**src/rtl/ex_stage_if.sv**
```systemverilog
// ID/EX payload and EX/WB result handshake bundle for ex_stage.
interface ex_stage_if #(
  parameter int XLEN = 32
);
  // Upstream payload (valid/ready)
  logic            in_valid;
  logic            in_ready;
  logic [31:0]     instr;
  logic [XLEN-1:0] instr_addr;
  logic [XLEN-1:0] operand1;
  logic [XLEN-1:0] operand2;
  logic            reg_wen_in;

  // Downstream result (valid/ready)
  logic            out_valid;
  logic            out_ready;
  logic [XLEN-1:0] reg_wdata;
  logic [4:0]      reg_waddr;
  logic            reg_wen;
  logic            illegal;

  // The execute stage itself
  modport slave (
    input  in_valid, instr, instr_addr, operand1, operand2, reg_wen_in, out_ready,
    output in_ready, out_valid, reg_wdata, reg_waddr, reg_wen, illegal
  );

  // The agent feeding the stage and draining its results
  modport master (
    output in_valid, instr, instr_addr, operand1, operand2, reg_wen_in, out_ready,
    input  in_ready, out_valid, reg_wdata, reg_waddr, reg_wen, illegal
  );
endinterface

```
**src/rtl/ex_stage.sv**
```systemverilog
// Integer execute stage: ALU for OP/OP-IMM/LUI/AUIPC with a registered
// result and either a barrel shifter or a 1-bit-per-cycle iterative shifter.
module ex_stage #(
  parameter int XLEN       = 32,
  parameter int SHIFT_MODE = 0
) (
  input  logic       clk,
  input  logic       rst_n,
  input  logic       flush,
  output logic       busy,
  ex_stage_if.slave  bus
);
  localparam int SHW = $clog2(XLEN);

  localparam logic [6:0] OPC_OP_IMM = 7'b0010011;
  localparam logic [6:0] OPC_OP     = 7'b0110011;
  localparam logic [6:0] OPC_LUI    = 7'b0110111;
  localparam logic [6:0] OPC_AUIPC  = 7'b0010111;

  typedef enum logic [1:0] {IDLE, SHIFT, OUT} state_t;

  state_t          state_reg, state_next;
  logic [XLEN-1:0] wdata_reg;
  logic [4:0]      waddr_reg;
  logic            wen_reg;
  logic            illegal_reg;
  logic [SHW-1:0]  count_reg;
  logic            shift_left_reg;
  logic            shift_arith_reg;

  logic [6:0]      opcode;
  logic [2:0]      funct3;
  logic [4:0]      rd;
  logic            alt;
  logic [XLEN-1:0] op_a, op_b;
  logic [SHW-1:0]  shamt;
  logic            is_alu, legal, is_shift, iterative, accept;
  logic [XLEN-1:0] sra_result;
  logic [XLEN-1:0] alu_result;
  logic [XLEN-1:0] shift_step;
  logic            unused_bits;

  assign opcode = bus.instr[6:0];
  assign rd     = bus.instr[11:7];
  assign funct3 = bus.instr[14:12];
  assign alt    = bus.instr[30];
  assign op_a   = bus.operand1;
  assign op_b   = bus.operand2;
  assign shamt  = bus.operand2[SHW-1:0];
  // Register-source and remaining immediate fields are resolved by decode.
  assign unused_bits = ^{bus.instr[31], bus.instr[29:15]};

  assign is_alu   = (opcode == OPC_OP_IMM) || (opcode == OPC_OP);
  assign legal    = is_alu || (opcode == OPC_LUI) || (opcode == OPC_AUIPC);
  assign is_shift = is_alu && ((funct3 == 3'b001) || (funct3 == 3'b101));
  // A zero-distance shift takes the single-cycle path even in iterative mode.
  assign iterative = (SHIFT_MODE == 1) && is_shift && (shamt != '0);

  assign bus.in_ready  = (state_reg == IDLE) || ((state_reg == OUT) && bus.out_ready);
  assign accept        = bus.in_valid && bus.in_ready && !flush;
  assign bus.out_valid = (state_reg == OUT);
  assign busy          = (state_reg == SHIFT);
  assign bus.reg_wdata = wdata_reg;
  assign bus.reg_waddr = waddr_reg;
  assign bus.reg_wen   = wen_reg;
  assign bus.illegal   = illegal_reg;

  // Kept in its own expression so the arithmetic shift is not forced unsigned.
  assign sra_result = $signed(op_a) >>> shamt;

  // Single-cycle result; unsupported opcodes produce zero.
  always_comb begin
    alu_result = '0;
    if (opcode == OPC_LUI) begin
      alu_result = op_b;
    end else if (opcode == OPC_AUIPC) begin
      alu_result = bus.instr_addr + op_b;
    end else if (is_alu) begin
      case (funct3)
        3'b000:  alu_result = ((opcode == OPC_OP) && alt) ? (op_a - op_b) : (op_a + op_b);
        3'b001:  alu_result = op_a << shamt;
        3'b010:  alu_result = {{(XLEN-1){1'b0}}, ($signed(op_a) < $signed(op_b))};
        3'b011:  alu_result = {{(XLEN-1){1'b0}}, (op_a < op_b)};
        3'b100:  alu_result = op_a ^ op_b;
        3'b101:  alu_result = alt ? sra_result : (op_a >> shamt);
        3'b110:  alu_result = op_a | op_b;
        default: alu_result = op_a & op_b;
      endcase
    end
  end

  // One bit of iterative shift applied to the operand held in the result register.
  always_comb begin
    shift_step = wdata_reg;
    if (shift_left_reg) begin
      shift_step = {wdata_reg[XLEN-2:0], 1'b0};
    end else begin
      shift_step = {shift_arith_reg & wdata_reg[XLEN-1], wdata_reg[XLEN-1:1]};
    end
  end

  // FSM state register.
  always_ff @(posedge clk or negedge rst_n) begin
    if (!rst_n) begin
      state_reg <= IDLE;
    end else begin
      state_reg <= state_next;
    end
  end

  // Next-state logic; flush overrides everything, including a pending accept.
  always_comb begin
    state_next = state_reg;
    if (flush) begin
      state_next = IDLE;
    end else begin
      case (state_reg)
        IDLE: begin
          if (accept) state_next = iterative ? SHIFT : OUT;
        end
        SHIFT: begin
          if (count_reg <= SHW'(1)) state_next = OUT;
        end
        OUT: begin
          if (accept) begin
            state_next = iterative ? SHIFT : OUT;
          end else if (bus.out_ready) begin
            state_next = IDLE;
          end
        end
        default: state_next = IDLE;
      endcase
    end
  end

  // Result registers: load on accept, step during SHIFT, hold otherwise.
  always_ff @(posedge clk or negedge rst_n) begin
    if (!rst_n) begin
      wdata_reg       <= '0;
      waddr_reg       <= '0;
      wen_reg         <= 1'b0;
      illegal_reg     <= 1'b0;
      count_reg       <= '0;
      shift_left_reg  <= 1'b0;
      shift_arith_reg <= 1'b0;
    end else if (flush) begin
      count_reg <= '0;
    end else if (accept) begin
      waddr_reg       <= rd;
      wen_reg         <= bus.reg_wen_in && legal && (rd != 5'd0);
      illegal_reg     <= !legal;
      shift_left_reg  <= (funct3 == 3'b001);
      shift_arith_reg <= alt;
      count_reg       <= iterative ? shamt : '0;
      wdata_reg       <= iterative ? op_a : alu_result;
    end else if (state_reg == SHIFT) begin
      wdata_reg <= shift_step;
      count_reg <= count_reg - SHW'(1);
    end
  end
endmodule
```
**src/flat_wrapper.sv**
```systemverilog
// flat-port wrapper written by rule: the top's interface ports become plain ports
module ex_stage_flat 
#(
  parameter int XLEN       = 32,
  parameter int SHIFT_MODE = 0
)
  (clk, rst_n, flush, busy, bus_in_valid, bus_instr, bus_instr_addr, bus_operand1, bus_operand2, bus_reg_wen_in, bus_out_ready, bus_in_ready, bus_out_valid, bus_reg_wdata, bus_reg_waddr, bus_reg_wen, bus_illegal);
  ex_stage_if #(.XLEN(XLEN)) bus_i ();
  input  logic clk;
  input  logic rst_n;
  input  logic flush;
  output logic busy;
  input wire logic [$bits(bus_i.in_valid)-1:0] bus_in_valid;
  input wire logic [$bits(bus_i.instr)-1:0] bus_instr;
  input wire logic [$bits(bus_i.instr_addr)-1:0] bus_instr_addr;
  input wire logic [$bits(bus_i.operand1)-1:0] bus_operand1;
  input wire logic [$bits(bus_i.operand2)-1:0] bus_operand2;
  input wire logic [$bits(bus_i.reg_wen_in)-1:0] bus_reg_wen_in;
  input wire logic [$bits(bus_i.out_ready)-1:0] bus_out_ready;
  output wire logic [$bits(bus_i.in_ready)-1:0] bus_in_ready;
  output wire logic [$bits(bus_i.out_valid)-1:0] bus_out_valid;
  output wire logic [$bits(bus_i.reg_wdata)-1:0] bus_reg_wdata;
  output wire logic [$bits(bus_i.reg_waddr)-1:0] bus_reg_waddr;
  output wire logic [$bits(bus_i.reg_wen)-1:0] bus_reg_wen;
  output wire logic [$bits(bus_i.illegal)-1:0] bus_illegal;
  assign bus_i.in_valid = bus_in_valid;
  assign bus_i.instr = bus_instr;
  assign bus_i.instr_addr = bus_instr_addr;
  assign bus_i.operand1 = bus_operand1;
  assign bus_i.operand2 = bus_operand2;
  assign bus_i.reg_wen_in = bus_reg_wen_in;
  assign bus_i.out_ready = bus_out_ready;
  assign bus_in_ready = bus_i.in_ready;
  assign bus_out_valid = bus_i.out_valid;
  assign bus_reg_wdata = bus_i.reg_wdata;
  assign bus_reg_waddr = bus_i.reg_waddr;
  assign bus_reg_wen = bus_i.reg_wen;
  assign bus_illegal = bus_i.illegal;
  ex_stage #(.XLEN(XLEN), .SHIFT_MODE(SHIFT_MODE)) u_core (.clk(clk), .rst_n(rst_n), .flush(flush), .busy(busy), .bus(bus_i));
endmodule
```
**config.mk**
```make
export PLATFORM = sky130hd
export DESIGN_NAME = ex_stage_flat
export DESIGN_NICKNAME = d
export VERILOG_FILES = /design/src/rtl/ex_stage_if.sv /design/src/rtl/ex_stage.sv /design/src/flat_wrapper.sv
export SDC_FILE = /design/constraint.sdc
export NUM_CORES = 1
export LEC_CHECK = 0
export ABC_AREA = 0
export CORE_MARGIN = 2
export CORE_UTILIZATION = 50
export CTS_CLUSTER_DIAMETER = 30
export DETAILED_ROUTE_END_ITERATION = 8
export PLACE_DENSITY = 0.8
export SLEW_MARGIN = 25
export SYNTH_ARGS = -nofsm -noshare
export SYNTH_HDL_FRONTEND = slang
export SYNTH_SLANG_ARGS = --single-unit
```
**constraint.sdc**
```tcl
create_clock -name clk -period 2.1 [get_ports clk]
set_input_delay 0.42 -clock clk [delete_from_list [all_inputs] [get_ports clk]]
set_output_delay 0.42 -clock clk [all_outputs]
set_load 0.02 [all_outputs]
```
==> impl_metrics.py, run 1 <==
metrics = {
    "synthesis": {
        "synth_cells": 1770,
        "synth_cell_types": 87,
        "synth_area_leader_cell": "ha_1",
        "synth_ff_type": "dfrtp_1",
        "ys_seq_area_share_pct": 8.20,
        "syn_avg_cell_area_um2": 6.90,
        "synth_top_area_share_pct": 13.1,
        "synth.net_count": 2035,
        "async_flop_share_pct": 100,
        "ys_warn_count": 0,
        "yosys-top-cells-area": "ha_1 (13%), a21oi_1 (8.2%), dfrtp_1 (8.2%)",
        "syn-cell-area_mm2": 0.0122,
        "synth_edf_count": 0,
        "synth-seq-cells": 40,
    },
    "global_route": {
        "overflow": 126,
        "grt_use_total_pct": 82.0,
        "grt_max_degree": 54,
    },
    "clocking": {
        "clockBufferDepth": 2,
        "cts.sinks": 40,
        "cts_root_buf": "clkbuf_16",
        "cts_hold_buf": 0,
        "htreeDepth": 2,
        "cts_buffers": 5,
    },
    "status": {
        "lastStage": "global routing",
        "status": "did not finish",
        "first-error": "[ERROR GRT-0232] Routing congestion too high. Check the congestion heatmap in the GUI.",
    },
    "placed_design": {
        "dp.cells": 2731,
        "hpwlAfterDp_mm": 51.6,
        "numPortBuffers": 158,
        "globalplace.congestion": 1.12,
        "pre_cts_ws_ps": -1630,
    },
    "floorplan": {
        "die_h_um": 160,
        "ios": 176,
        "floorplan.initialDensity_pct": 50.5,
        "die_w_um": 160,
        "rows": 57,
    },
    "sta": {
        "worstEpCategory": "register input",
        "postGrtWorstEndpoint": "u_core.bus.reg_wdata[8]$_DFFE_PN0P_/D",
    },
}
[per-layer routing]
metal | global-route usage [%] | overflow
met1 | 82.2 | 3
met3 | 68.0 | 6
met5 | 34.3 | 2
met2 | 96.6 | 69
met4 | 83.6 | 46
[cell families after synthesis]
group           Yosys count  share of synthesized area (%)
mux                      94                           10.0
flops                    40                           8.20
buf+inv                 237                           7.96
fa+ha+maj               131                           13.6
xor+xnor                 55                           3.95
simple gates            524                           20.1
other cells               1                         0.0307
compound gates          688                           36.2
[timing repair]
item	in CTS
buffers inserted	59
cloned	1
pin swaps	153
resized for setup	498
endpoints found under the setup margin	33
[cell usage after synthesis, types with 9 or more instances]
cell type,n
o21ai_1,45
nand3_1,35
inv_1,101
and2_1,9
o21bai_1,11
o2111ai_1,11
o221ai_1,15
a21o_1,27
o211ai_1,45
buf_2,27
ha_1,128
nand2_1,184
dfrtp_1,40
clkbuf_1,70
a22o_1,33
a21oi_1,201
nand4_1,10
nor2b_1,14
nand2b_1,51
xnor2_1,44
nor3_1,35
buf_4,9
mux2_2,15
o21ai_0,123
xor2_1,11
a31oi_1,31
a211oi_1,35
mux2i_1,55
buf_1,18
mux4_2,21
nor2_1,142
o31ai_1,20
[stage by stage]
stage / utilization (%) / instance area (µm²)
after CTS: 85.5 / 20700
after detailed placement: 76.5 / 18500
after global placement: 76.5 / 18500
after floorplan: - / 12500
==> run 2: changes to the inputs <==
CORE_UTILIZATION = 35   (was 50)
CTS_CLUSTER_DIAMETER = not set   (was 30)
PLACE_DENSITY = not set   (was 0.8)
PLACE_DENSITY_LB_ADDON = 0.15   (was not set)
==> run 2 against run 1 <==
The flow now finishes, with violations (negative setup slack). Synthesized area did not move. Synthesized cell count did not move.
==> impl_metrics.py, run 2 <==
metrics = {
    "synthesis": {
        "synth_cell_types": 87,
        "async_flop_share_pct": 100,
        "synth.net_count": 2035,
        "synth_cells": 1770,
        "yosys.cell_count.top_type": "a21oi_1",
        "yosys-top-cells-area": "ha_1 (13%), a21oi_1 (8.2%), dfrtp_1 (8.2%)",
        "muxShareOfSynthArea_pct": 10.0,
        "syn-cell-area_mm2": 0.0122,
        "synth_ff_type": "dfrtp_1",
        "ys_warn_count": 0,
        "synth_compound_area_share_pct": 36.2,
        "synth_edf_count": 0,
        "ys_seq_area_share_pct": 8.20,
        "synth-seq-cells": 40,
        "synth_top_family_by_area": "compound AO/OA/AOI/OAI gates",
        "synth_area_leader_cell": "ha_1",
        "syn_avg_cell_area_um2": 6.90,
        "synth_top_area_share_pct": 13.1,
        "yosys.area_share.simple_pct": 20.1,
        "synth_fa_ha_area_share_pct": 13.6,
        "ys_top_cells_by_count": "a21oi_1 (201), nand2_1 (184), nor2_1 (142)",
        "synth_xor_xnor_area_share_pct": 3.95,
    },
    "power_and_ir_drop": {
        "combinationalPowerShare_pct": 76.8,
        "p_leak_nw": 9.87,
        "sw_frac_of_total_pct": 45.1,
        "finalPower_w": 0.00785,
        "intPower_w": 0.00431,
        "power-per-cell-area_mw_per_mm2": 354,
        "vdd_drop_max_uv": 406,
        "switchingPower_w": 0.00354,
        "clock_power_share_pct": 11.9,
        "power_frac_seq_pct": 11.4,
    },
    "clocking": {
        "cts_buffers": 5,
        "htreeDepth": 2,
        "tritoncts": "done",
        "cts.clk_slew.worst_paths_ps": 70,
        "cts_root_buf": "clkbuf_16",
        "cts_hold_buf": 0,
        "cts.sinks": 40,
        "clockBufferDepth": 2,
        "worstSkewPairLatency_ps": 300,
    },
    "routing": {
        "viasPerCell": 5.87,
        "routed_wl_mm": 72.8,
        "wl_met1_mm": 28.5,
        "route.met2.wl_mm": 34.0,
        "highest_layer": "met4",
        "routed-wl-met3_mm": 4.89,
        "drc_errors": 0,
        "ant_nets": 0,
        "vias": 17600,
        "drt_pre_antenna_iters": 6,
        "drt_iter0_drc": 1578,
        "wl_per_cell_um": 24.3,
    },
    "placed_design": {
        "dp.cells": 2900,
        "pre_cts_ws_ps": -1750,
        "place_area_mm2": 0.0189,
        "numPortBuffers": 158,
        "globalplace.congestion": 1.05,
        "hpwlAfterDp_mm": 57.9,
    },
    "layout": {
        "largest_reg_flops": 32,
        "final_common_cell": "buf_4",
        "design_area_mm2": 0.0222,
        "num-fill-cells": 3117,
        "drive_above_1_share_pct": 46.4,
        "layout.cells.non_filler": 2995,
        "nets": 2804,
        "num_antenna_cells": 0,
        "syn2layout_area_growth_pct": 81.8,
        "layout_common_cells": "buf_4 (658), nand2_1 (178), a21oi_1 (153)",
    },
    "sta": {
        "max_slew_margin_pct": 55.4,
        "fmax_mhz": 347,
        "rsz0062_at_grt": "true",
        "final-max-slew-violation-count": 0,
        "clock_skew_ps": 5.42,
        "setup_viol": 32,
        "tightest_slew_ps": 668,
        "hold_viol_final": 0,
        "setup_slack_ps": -781,
        "fin_crit_ps": 2880,
        "layout_worst_path_cycle_share_pct": 137,
    },
    "worst_hold_path": {
        "hold_path_class": "primary input to async pin",
    },
    "critical_path": {
        "cp.arrival_ps": 3120,
        "reg2reg_depth": 7,
        "crit_fanout": 6,
        "required_ps": 2340,
        "startpoint": "bus_operand2[0]",
        "cp-start-kind": "primary input",
        "endpoint_kind": "flop",
        "crit_type": "primary input to flop",
        "r2r-start": "u_core.state_reg[1]$_DFFE_PN0P_",
        "reg2reg_to": "u_core.bus.reg_wdata[26]$_DFFE_PN0P_",
        "critPathCapture": "u_core.bus.reg_wdata[8]$_DFFE_PN0P_",
        "reg2reg_slack_ps": 50,
    },
    "global_route": {
        "grt_first_pass_wirelength_mm": 104,
        "grt_use_total_pct": 38.1,
        "grt_max_degree": 75,
        "overflow": 0,
        "grt_pass1_vias": 16900,
        "antenna_found_initial": 0,
    },
    "run": {
        "drv_cap": 0,
    },
    "floorplan": {
        "die_area_mm2": 0.0364,
        "floorplan.initialDensity_pct": 35.4,
        "rows": 68,
        "die_h_um": 191,
        "ios": 176,
        "coreArea_mm2": 0.0345,
        "die_w_um": 191,
    },
    "status": {
        "status": "finished with violations",
        "violations": "negative setup slack",
    },
}
==> run 2: cell counts after synthesis <==
Identical to the previous run, type by type.
==> run 2: cell families after synthesis <==
| family | count (synthesis) |
|---|---|
| flip-flops | 40 |
| AND/OR/NAND/NOR | 524 |
| other | 1 |
| AO/OA/AOI/OAI | 688 |
| buffers and inverters | 237 |
| XOR/XNOR | 55 |
| multiplexers | 94 |
| adder cells (fa/ha/maj) | 131 |
==> run 2: power by group through the flow <==
stage	logic, W	clock network, W	registers (W)
after detailed placement	0.00491	0	0.000904
after floorplan	0.00226	0	0.000968
after global placement	0.00489	0	0.000903
after global routing	0.00634	0.000979	0.000896
after CTS	0.00547	0.000944	0.000890
final	0.00603	0.000931	0.000891
==> run 2: worst min-delay path by stage <==
stage,start,to,depth (start not counted)
2_1_floorplan,rst_n,u_core.bus.illegal$_DFFE_PN0P_,0
3_3_place_gp,u_core.bus.reg_wdata[4]$_DFFE_PN0P_,u_core.bus.reg_wdata[4]$_DFFE_PN0P_,2
3_5_place_dp,u_core.bus.reg_wdata[4]$_DFFE_PN0P_,u_core.bus.reg_wdata[4]$_DFFE_PN0P_,2
4_1_cts,rst_n,u_core.bus.reg_waddr[3]$_DFFE_PN0P_,2
5_1_grt,rst_n,u_core.bus.reg_waddr[3]$_DFFE_PN0P_,2
6_report,rst_n,u_core.bus.reg_waddr[3]$_DFFE_PN0P_,2
==> run 2: per-stage QoR <==
stage / utilization (%) / setup TNS (ps) / hold slack [ps]
CTS: 60.3 / -17770 / 220
detailed placement: 54.9 / -45170 / 459
global placement: 54.9 / -44300 / 456
floorplan: - / -12560 / 124
finish: 64.4 / -17620 / 206
global route: 64.4 / -20230 / 244
==> run 2: layout make-up <==
type | count | area [µm²] | share of cell area (%)
inverter | 111 | 492 | 2.22
multi-input combinational | 1493 | 12500 | 56.1
sequential | 40 | 1000 | 4.51
clock buffer | 5 | 125 | 0.564
clock inverter | 3 | 42.5 | 0.192
timing repair buffer | 888 | 7510 | 33.8
tap | 455 | 569 | 2.56
==> run 2: critical path, stage by stage <==
cell,delay (ps)
buf_12,110
buf_12,120
buf_16,140
buf_12,150
buf_6,130
mux2i_2,150
mux4_2,490
mux4_2,570
o221ai_2,240
o211ai_1,190
a221oi_2,270
a21o_1,120
==> run 2: timing repair <==
action,CTS,global route
pin swaps,119,125
gates resized for setup,431,256
gates cloned,1,1
setup endpoints to repair,33,32
setup buffers,47,45
==> run 2: metal layers <==
metal,vias to the layer above,GRT usage (%)
met4,0,24.0
met3,190,3.70
met5,-,0
met1,8429,47.1
li1,8083,-
met2,866,63.4
No activity file was read; power rests on OpenSTA's default activity.
